File: config.mk
export PLATFORM = sky130hd
export DESIGN_NAME = record_serializer
export DESIGN_NICKNAME = d
export VERILOG_FILES = /design/src/rtl/record_serializer.sv
export SDC_FILE = /design/constraint.sdc
export NUM_CORES = 1
export LEC_CHECK = 0
export ABC_AREA = 1
export ABC_CLOCK_PERIOD_IN_PS = 7400
export CORE_UTILIZATION = 43
export DETAILED_ROUTE_END_ITERATION = 6
export SKIP_CTS_REPAIR_TIMING = 1
export SLEW_MARGIN = 30
export SYNTH_ARGS = -nofsm -noshare
export SYNTH_HDL_FRONTEND = slang
export SYNTH_SLANG_ARGS = --single-unit
File: constraint.sdc
create_clock -name clk -period 7.4 [get_ports clk]
set_input_delay 1.48 -clock clk [delete_from_list [all_inputs] [get_ports clk]]
set_output_delay 1.48 -clock clk [all_outputs]
set_load 0.05 [all_outputs]
File: src/rtl/record_serializer.sv
`default_nettype none
// ============================================================================
// Module      : record_serializer
// Description : Queues wide timetag records and emits them MSB-first, one
//               byte per sample/sample_ack handshake; counts dropped records.
// Revision    : 1.0 - initial release
// ============================================================================
module record_serializer #(
    parameter int RECORD_BYTES = 6,
    parameter int DEPTH_LOG2   = 2
) (
    input  logic                      clk,
    input  logic                      reset_n,
    input  logic [8*RECORD_BYTES-1:0] record,
    input  logic                      record_wr,
    output logic                      record_full,
    output logic [7:0]                sample,
    output logic                      sample_rdy,
    input  logic                      sample_ack,
    input  logic                      lost_clr,
    output logic [15:0]               lost_count,
    output logic                      busy
);

    localparam int W     = 8 * RECORD_BYTES;
    localparam int DEPTH = 1 << DEPTH_LOG2;
    localparam int IDX_W = (RECORD_BYTES > 1) ? $clog2(RECORD_BYTES) : 1;
    localparam logic [IDX_W-1:0]      LAST_IDX  = IDX_W'(RECORD_BYTES - 1);
    localparam logic [DEPTH_LOG2:0]   DEPTH_CNT = (DEPTH_LOG2 + 1)'(DEPTH);

    typedef enum logic [0:0] {
        S_IDLE = 1'b0,
        S_SEND = 1'b1
    } state_t;

    state_t                state_q, state_d;
    logic [W-1:0]          fifo_mem [DEPTH];
    logic [DEPTH_LOG2-1:0] wr_ptr_q, wr_ptr_d;
    logic [DEPTH_LOG2-1:0] rd_ptr_q, rd_ptr_d;
    logic [DEPTH_LOG2:0]   count_q, count_d;
    logic [W-1:0]          shift_q, shift_d;
    logic [IDX_W-1:0]      idx_q, idx_d;
    logic                  full_q, full_d;
    logic                  busy_q, busy_d;
    logic [15:0]           lost_q, lost_d;

    logic push;
    logic pop;
    logic drop;
    logic fifo_nempty;
    logic take;

    always_comb begin
        push        = record_wr && !full_q;
        // A full FIFO rejects the write even if a pop frees a slot this edge.
        drop        = record_wr && full_q;
        fifo_nempty = (count_q != '0);
        take        = (state_q == S_SEND) && sample_ack;

        pop     = 1'b0;
        state_d = state_q;
        shift_d = shift_q;
        idx_d   = idx_q;

        case (state_q)
            S_IDLE: begin
                if (fifo_nempty) begin
                    pop     = 1'b1;
                    shift_d = fifo_mem[rd_ptr_q];
                    idx_d   = LAST_IDX;
                    state_d = S_SEND;
                end
            end
            S_SEND: begin
                if (take) begin
                    if (idx_q == '0) begin
                        // Reload straight from the FIFO so records run back to back.
                        if (fifo_nempty) begin
                            pop     = 1'b1;
                            shift_d = fifo_mem[rd_ptr_q];
                            idx_d   = LAST_IDX;
                        end else begin
                            shift_d = shift_q << 8;
                            state_d = S_IDLE;
                        end
                    end else begin
                        shift_d = shift_q << 8;
                        idx_d   = idx_q - 1'b1;
                    end
                end
            end
            default: state_d = S_IDLE;
        endcase

        wr_ptr_d = wr_ptr_q + DEPTH_LOG2'(push);
        rd_ptr_d = rd_ptr_q + DEPTH_LOG2'(pop);
        count_d  = count_q + (DEPTH_LOG2 + 1)'(push) - (DEPTH_LOG2 + 1)'(pop);
        full_d   = (count_d == DEPTH_CNT);
        busy_d   = (state_d == S_SEND) || (count_d != '0);

        lost_d = lost_q;
        if (lost_clr) begin
            lost_d = drop ? 16'd1 : 16'd0;
        end else if (drop && (lost_q != 16'hFFFF)) begin
            lost_d = lost_q + 16'd1;
        end
    end

    always_ff @(posedge clk or negedge reset_n) begin
        if (!reset_n) begin
            state_q  <= S_IDLE;
            wr_ptr_q <= '0;
            rd_ptr_q <= '0;
            count_q  <= '0;
            shift_q  <= '0;
            idx_q    <= '0;
            full_q   <= 1'b0;
            busy_q   <= 1'b0;
            lost_q   <= '0;
        end else begin
            state_q  <= state_d;
            wr_ptr_q <= wr_ptr_d;
            rd_ptr_q <= rd_ptr_d;
            count_q  <= count_d;
            shift_q  <= shift_d;
            idx_q    <= idx_d;
            full_q   <= full_d;
            busy_q   <= busy_d;
            lost_q   <= lost_d;
        end
    end

    // Storage only; validity is tracked by the reset pointers and count.
    always_ff @(posedge clk) begin
        if (push) begin
            fifo_mem[wr_ptr_q] <= record;
        end
    end

    assign sample      = shift_q[W-1 -: 8];
    assign sample_rdy  = (state_q == S_SEND);
    assign record_full = full_q;
    assign busy        = busy_q;
    assign lost_count  = lost_q;

endmodule
`default_nettype wire

==> flow_summary.ini, run 1 <==
[run_status]
status = finished clean

[clock_network]
cts.clk_slew.worst_paths_ps = 60
clk_path_buf_depth = 3
tritoncts_num_sinks = 269
root_buffer = clkbuf_16
numCtsBuffers = 29
cts_max_level = 1
worst_skew_pair.late_latency_ps = 560
cts_tree = yes

[floorplanning]
die-area_sq_mm = 0.02607
die_h_um = 161.5
core_region_area_sq_mm = 0.02460
fp.dieW_um = 161.5
io_pins = 80
start_util_pct = 44.44
placementRows = 57

[synth]
syn_avg_cell_area_sq_um = 11.66
synth_cells = 938
netlist_area_sq_mm = 0.01093
synth-seq-cells = 269
synth_warnings = 0
synth_cell_types = 31
synth_nets = 999
synth_seq_area_share_pct = 70.35

[job]
maxCapViolations = 0

[power]
p_int_mw = 3.331
p_comb_share_pct = 28.9
clockPowerShare_pct = 28.9
fin_total_pwr_mw = 5.087
leakagePower_nw = 4.635
ir_worst_vdd_mv = 0.2127
p_per_area_mw_per_mm2 = 393.9
swShare_pct = 34.52
p_sw_mw = 1.756
pwr-share-seq_pct = 42.2

[timing]
min_period_ps = 3618
fin_worst_skew_ps = 21.07
fin_crit_sh_pct = 48.90
clock.fmax_mhz = 276.4
rsz0062_at_grt = no
relSlewSlack_pct = 39.90
slew_violations = 0
worstMarginPinSlew_ps = 900.3
setup_tns_ps = 0
setup-violations-final = 0
finalHoldViolations = 0

[global_routing]
overflow = 0
grt_max_degree = 98
grt.total_usage_pct = 17.94
grt_pass1_wl_um = 36710
antenna_found_initial = 0
grt_pass1_vias = 6725

[drt]
drc = 0
dr.pass1.iters = 5
wl_per_cell_um = 17.12
routed_wl_um = 23070
ant_nets = 0
num_vias = 7040
drt-initial-drc-count = 382
viasPerCell = 5.226

[placement]
io_buffers = 79
dp_hpwl_um = 13120
place_congestion = 0.7790

[final_layout]
n_antenna_cell = 0
multiInputGateArea_sq_mm = 0.002819
nFillCells = 2126
nets = 1061
drive_gt1_share_pct = 7.918
area_delta_synth_final_pct = 18.10
register_area_sq_mm = 0.007694

[worst_setup_path]
reg2reg_slack_ps = 4390
r2r_cells = 14
r2r-end = busy$_DFF_PN0_
start_kind = primary input
arrival_ps = 4040
reg2reg_from = idx_q[0]$_DFFE_PN0P_
cp-end-kind = register
cp_max_fo = 9
cp.required_ps = 7820
crit_type = in2reg
crit_start = sample_ack
cp-endpoint = busy$_DFF_PN0_

[worst_hold_path]
hold_class = reg2reg
[metrics by stage]
step | instances | setup WS, ps | util, % | hold slack (ps) | area, sq um
after floorplan | 938 | 1891 | - | 453.0 | 10930
after global placement | 1293 | 3267 | 48.44 | 471.7 | 11920
after detailed placement | 1293 | 3213 | 48.46 | 480.1 | 11920
after CTS | 1347 | 3775 | 52.47 | 491.4 | 12910
after global routing | 1347 | 3616 | 52.48 | 514.9 | 12910
final | 1347 | 3782 | 52.48 | 494.0 | 12910
[worst max-delay path, cell delays in order]
cell and delay, ps:
clkdlybuf4s50_1 440, nor2_2 170, inv_2 80, nand3_1 350, inv_1 130, ha_1 290, inv_1 60, ha_1 130
inv_1 50, fa_1 370, xor2_1 160, xor2_1 250, nand3_1 90
[cell usage after synthesis (all sizes together)]
master	number	area share, %
a21oi	81	3.7
buf	35	2.1
clkbuf	24	0.84
dfrtp	77	18
edfxtp	192	53
fa	1	0.18
ha	7	0.80
inv	34	1.2
nand2	120	4.2
nand3	9	0.41
nand4	12	0.69
nor2	165	5.9
nor3	5	0.23
o21ai	114	5.4
o21bai	3	0.21
o22a	8	0.64
o22ai	41	2.3
xnor2	1	0.080
xor2	9	0.72
[registers in the layout (all words and copies together), names as in the netlist]
register and cells:
sample_rdy 1, shift_q 48, count_q 3, busy 1
wr_ptr_q 2, rd_ptr_q 2, idx_q 3, record_full 1
lost_count 16, fifo_mem 192
[worst min-delay path by stage]
| stage | cells after the start | endpoint | slack (ps) | from |
|---|---|---|---|---|
| 2_1_floorplan | 2 | idx_q[1]$_DFFE_PN0P_ | 450 | idx_q[1]$_DFFE_PN0P_ |
| 3_3_place_gp | 2 | shift_q[2]$_DFFE_PN0P_ | 470 | shift_q[2]$_DFFE_PN0P_ |
| 3_5_place_dp | 2 | shift_q[1]$_DFFE_PN0P_ | 480 | shift_q[1]$_DFFE_PN0P_ |
| 4_1_cts | 1 | idx_q[0]$_DFFE_PN0P_ | 490 | idx_q[0]$_DFFE_PN0P_ |
| 5_1_grt | 2 | shift_q[7]$_DFFE_PN0P_ | 510 | shift_q[7]$_DFFE_PN0P_ |
| 6_report | 1 | idx_q[0]$_DFFE_PN0P_ | 490 | idx_q[0]$_DFFE_PN0P_ |
[power by group through the flow]
stage / Clock (mW) / Sequential (mW) / Combinational [mW]
2_1_floorplan: 0 / 2.16 / 1.07
3_3_place_gp: 0 / 2.17 / 1.47
3_5_place_dp: 0 / 2.17 / 1.49
4_1_cts: 1.49 / 2.15 / 1.50
5_1_grt: 1.56 / 2.18 / 1.64
6_report: 1.47 / 2.15 / 1.47
[routing by layer]
layer  wire (um)  up-vias  global-route usage, %
met4         472        0                  4.974
met2       11300      167                  29.80
met1       10230     3406                  24.69
li1            -     3426                      -
met5           0        -                      0
met3        1068       41                  2.517
[cell usage in the layout, fill, tap and decap left out, types with 5 or more instances in the layout]
cell type,instances
nor2_1,161
o22a_1,8
nand4_1,12
ha_1,7
nand3_1,9
inv_1,28
edfxtp_1,192
o22ai_1,41
nand2_2,5
a21oi_1,81
buf_4,10
o21ai_0,108
clkbuf_16,29
dfrtp_1,76
xor2_1,9
nand2_1,115
inv_2,5
clkdlybuf4s50_1,78
clkinv_2,5
[layout make-up]
| type | instances | share of cell area [%] |
|---|---|---|
| Clock inverter | 19 | 1.696 |
| Clock buffer | 35 | 5.949 |
| Sequential cell | 269 | 59.58 |
| Tap cell | 324 | 3.139 |
| Inverter | 34 | 1.008 |
| Multi-Input combinational cell | 576 | 21.83 |
| Timing Repair Buffer | 90 | 6.802 |
[kinds of logic (layout without fill, tap and decap cells)]
| kind of cell | Yosys count | in the layout | synth area share, % |
|---|---|---|---|
| AO/OA/AOI/OAI | 247 | 247 | 12.29 |
| flip-flops | 269 | 269 | 70.35 |
| AND/OR/NAND/NOR | 311 | 311 | 11.45 |
| buffers and inverters | 93 | 178 | 4.119 |
| XOR/XNOR | 10 | 10 | 0.8011 |
| adder cells (fa/ha/maj) | 8 | 8 | 0.9841 |
Power figures use the tool's default switching activity.
==> run 2, diff against run 1 <==
ABC_CLOCK_PERIOD_IN_PS = 3600   (was 7400)
clock period = 3.6 ns   (was 7.4 ns; I/O delays follow)
==> flow_summary.ini, run 2 (same netlist as run 1, synthesis figures left out) <==
[run_status]
status = finished clean

[timing]
setup-violations-final = 0
fin_crit_sh_pct = 73.59
fin_worst_skew_ps = 9.325
relSlewSlack_pct = 46.32
worstMarginPinSlew_ps = 802.2
rsz0062_at_grt = no
finalHoldViolations = 0
holdWs_ps = 227.4
min_period_ps = 2649
slew_violations = 0
clock.fmax_mhz = 377.5

[global_routing]
grt.total_usage_pct = 18.05
grt_util_met1_pct = 24.67
grt_pass1_wl_um = 36970
busiest_layer = met2
grt_use_met2_pct = 30.25
grt_pass1_vias = 6855
overflow = 0
grt_max_degree = 98
gr-usage-met3_pct = 2.953
antenna_found_initial = 0

[clock_network]
tritoncts_num_sinks = 269
numCtsBuffers = 28
clk_path_buf_depth = 3
cts_tree = yes
cts.clk_slew.worst_paths_ps = 60
cts_max_level = 1
root_buffer = clkbuf_16
worst_skew_pair.late_latency_ps = 530

[final_layout]
multiInputGateArea_sq_mm = 0.002819
layout_common_cells = edfxtp_1, nor2_1, nand2_1
nFillCells = 2148
post-route-util_pct = 52.44
instances_no_fill = 1348
largest_reg_flops = 192
fin_area_sq_mm = 0.01290
n_antenna_cell = 0
max_flop_register = fifo_mem
register_area_sq_mm = 0.007694
nets = 1063
area_delta_synth_final_pct = 18.01
drive_gt1_share_pct = 7.617
final_common_cell = edfxtp_1

[drt]
routed_wl_um = 23030
viasPerCell = 5.255
wl_per_cell_um = 17.08
drc = 0
drt-initial-drc-count = 403
num_vias = 7084
dr.pass1.iters = 5
ant_nets = 0

[power]
p_per_area_mw_per_mm2 = 796.8
pwr-share-seq_pct = 42.7
swShare_pct = 34.63
clockPowerShare_pct = 27.4
ir_worst_vdd_mv = 0.5336
leakagePower_nw = 4.631
fin_total_pwr_mw = 10.28
p_int_mw = 6.722
p_comb_share_pct = 29.9
p_sw_mw = 3.560

[worst_setup_path]
cp_max_fo = 4
cp.required_ps = 4000
start_kind = register
cp-end-kind = register
arrival_ps = 3050
crit_type = reg2reg

[floorplanning]
io_pins = 80
fp.dieW_um = 161.5
core_region_area_sq_mm = 0.02460
start_util_pct = 44.44
die_h_um = 161.5
die-area_sq_mm = 0.02607
placementRows = 57

[placement]
place_inst = 1296
io_buffers = 79
dp_hpwl_um = 13190
place_area_sq_mm = 0.01200
place_congestion = 0.7756

[job]
maxCapViolations = 0

[worst_hold_path]
hold_class = in2async
==> run 2: routing by layer <==
metal  vias to the layer above  part of all wire, %
met5                         -                    0
met4                         0                  1.7
met3                        25                  4.3
met2                       145                   49
met1                      3481                   45
li1                       3433                    -
==> run 2: power by group through the flow <==
stage          clock network (mW)  registers [mW]  logic (mW)
4_1_cts                      2.88            4.40        3.13
3_5_place_dp                    0            4.45        3.12
6_report                     2.82            4.39        3.07
2_1_floorplan                   0            4.45        2.20
3_3_place_gp                    0            4.45        3.07
5_1_grt                      3.01            4.46        3.43
==> run 2: worst paths after layout <==
kind / startpoint / end / slack [ps] / depth (start not counted)
setup / recovery: idx_q[0]$_DFFE_PN0P_ / busy$_DFF_PN0_ / 950 / 14
hold / removal: reset_n / sample_rdy$_DFF_PN0_ / 230 / 1
setup reg to reg: idx_q[0]$_DFFE_PN0P_ / busy$_DFF_PN0_ / 950 / 14
hold reg to reg: shift_q[1]$_DFFE_PN0P_ / shift_q[1]$_DFFE_PN0P_ / 490 / 2
max in group asynchronous: reset_n / rd_ptr_q[0]$_DFF_PN0_ / 2850 / 1
min in group clk: shift_q[1]$_DFFE_PN0P_ / shift_q[1]$_DFFE_PN0P_ / 490 / 2
==> run 2: per-stage QoR <==
step | setup TNS [ps] | setup slack [ps]
final | 0 | 950.8
after global routing | 0 | 700.2
after global placement | 0 | 537.3
after CTS | 0 | 924.3
after floorplan | -220600 | -1149
after detailed placement | 0 | 513.5
==> run 2: worst max-delay path, stage by stage, from the launching register on <==
cell and delay [ps]:
dfrtp_1 380, inv_1 80, ha_1 170, inv_1 50, o21ai_1 250, nand3_1 160
inv_1 110, ha_1 220, inv_1 50, ha_1 130, inv_1 50, fa_1 370
xor2_1 160, xor2_1 240, nand3_1 100
==> run 2: area by class of cell <==
class / instances / area share (%)
sequential: 269 / 59.62
clock inverter: 14 / 1.047
inverter: 34 / 1.008
clock buffer: 38 / 5.963
tap: 324 / 3.142
timing repair buffer: 93 / 7.369
multi-input combinational: 576 / 21.85
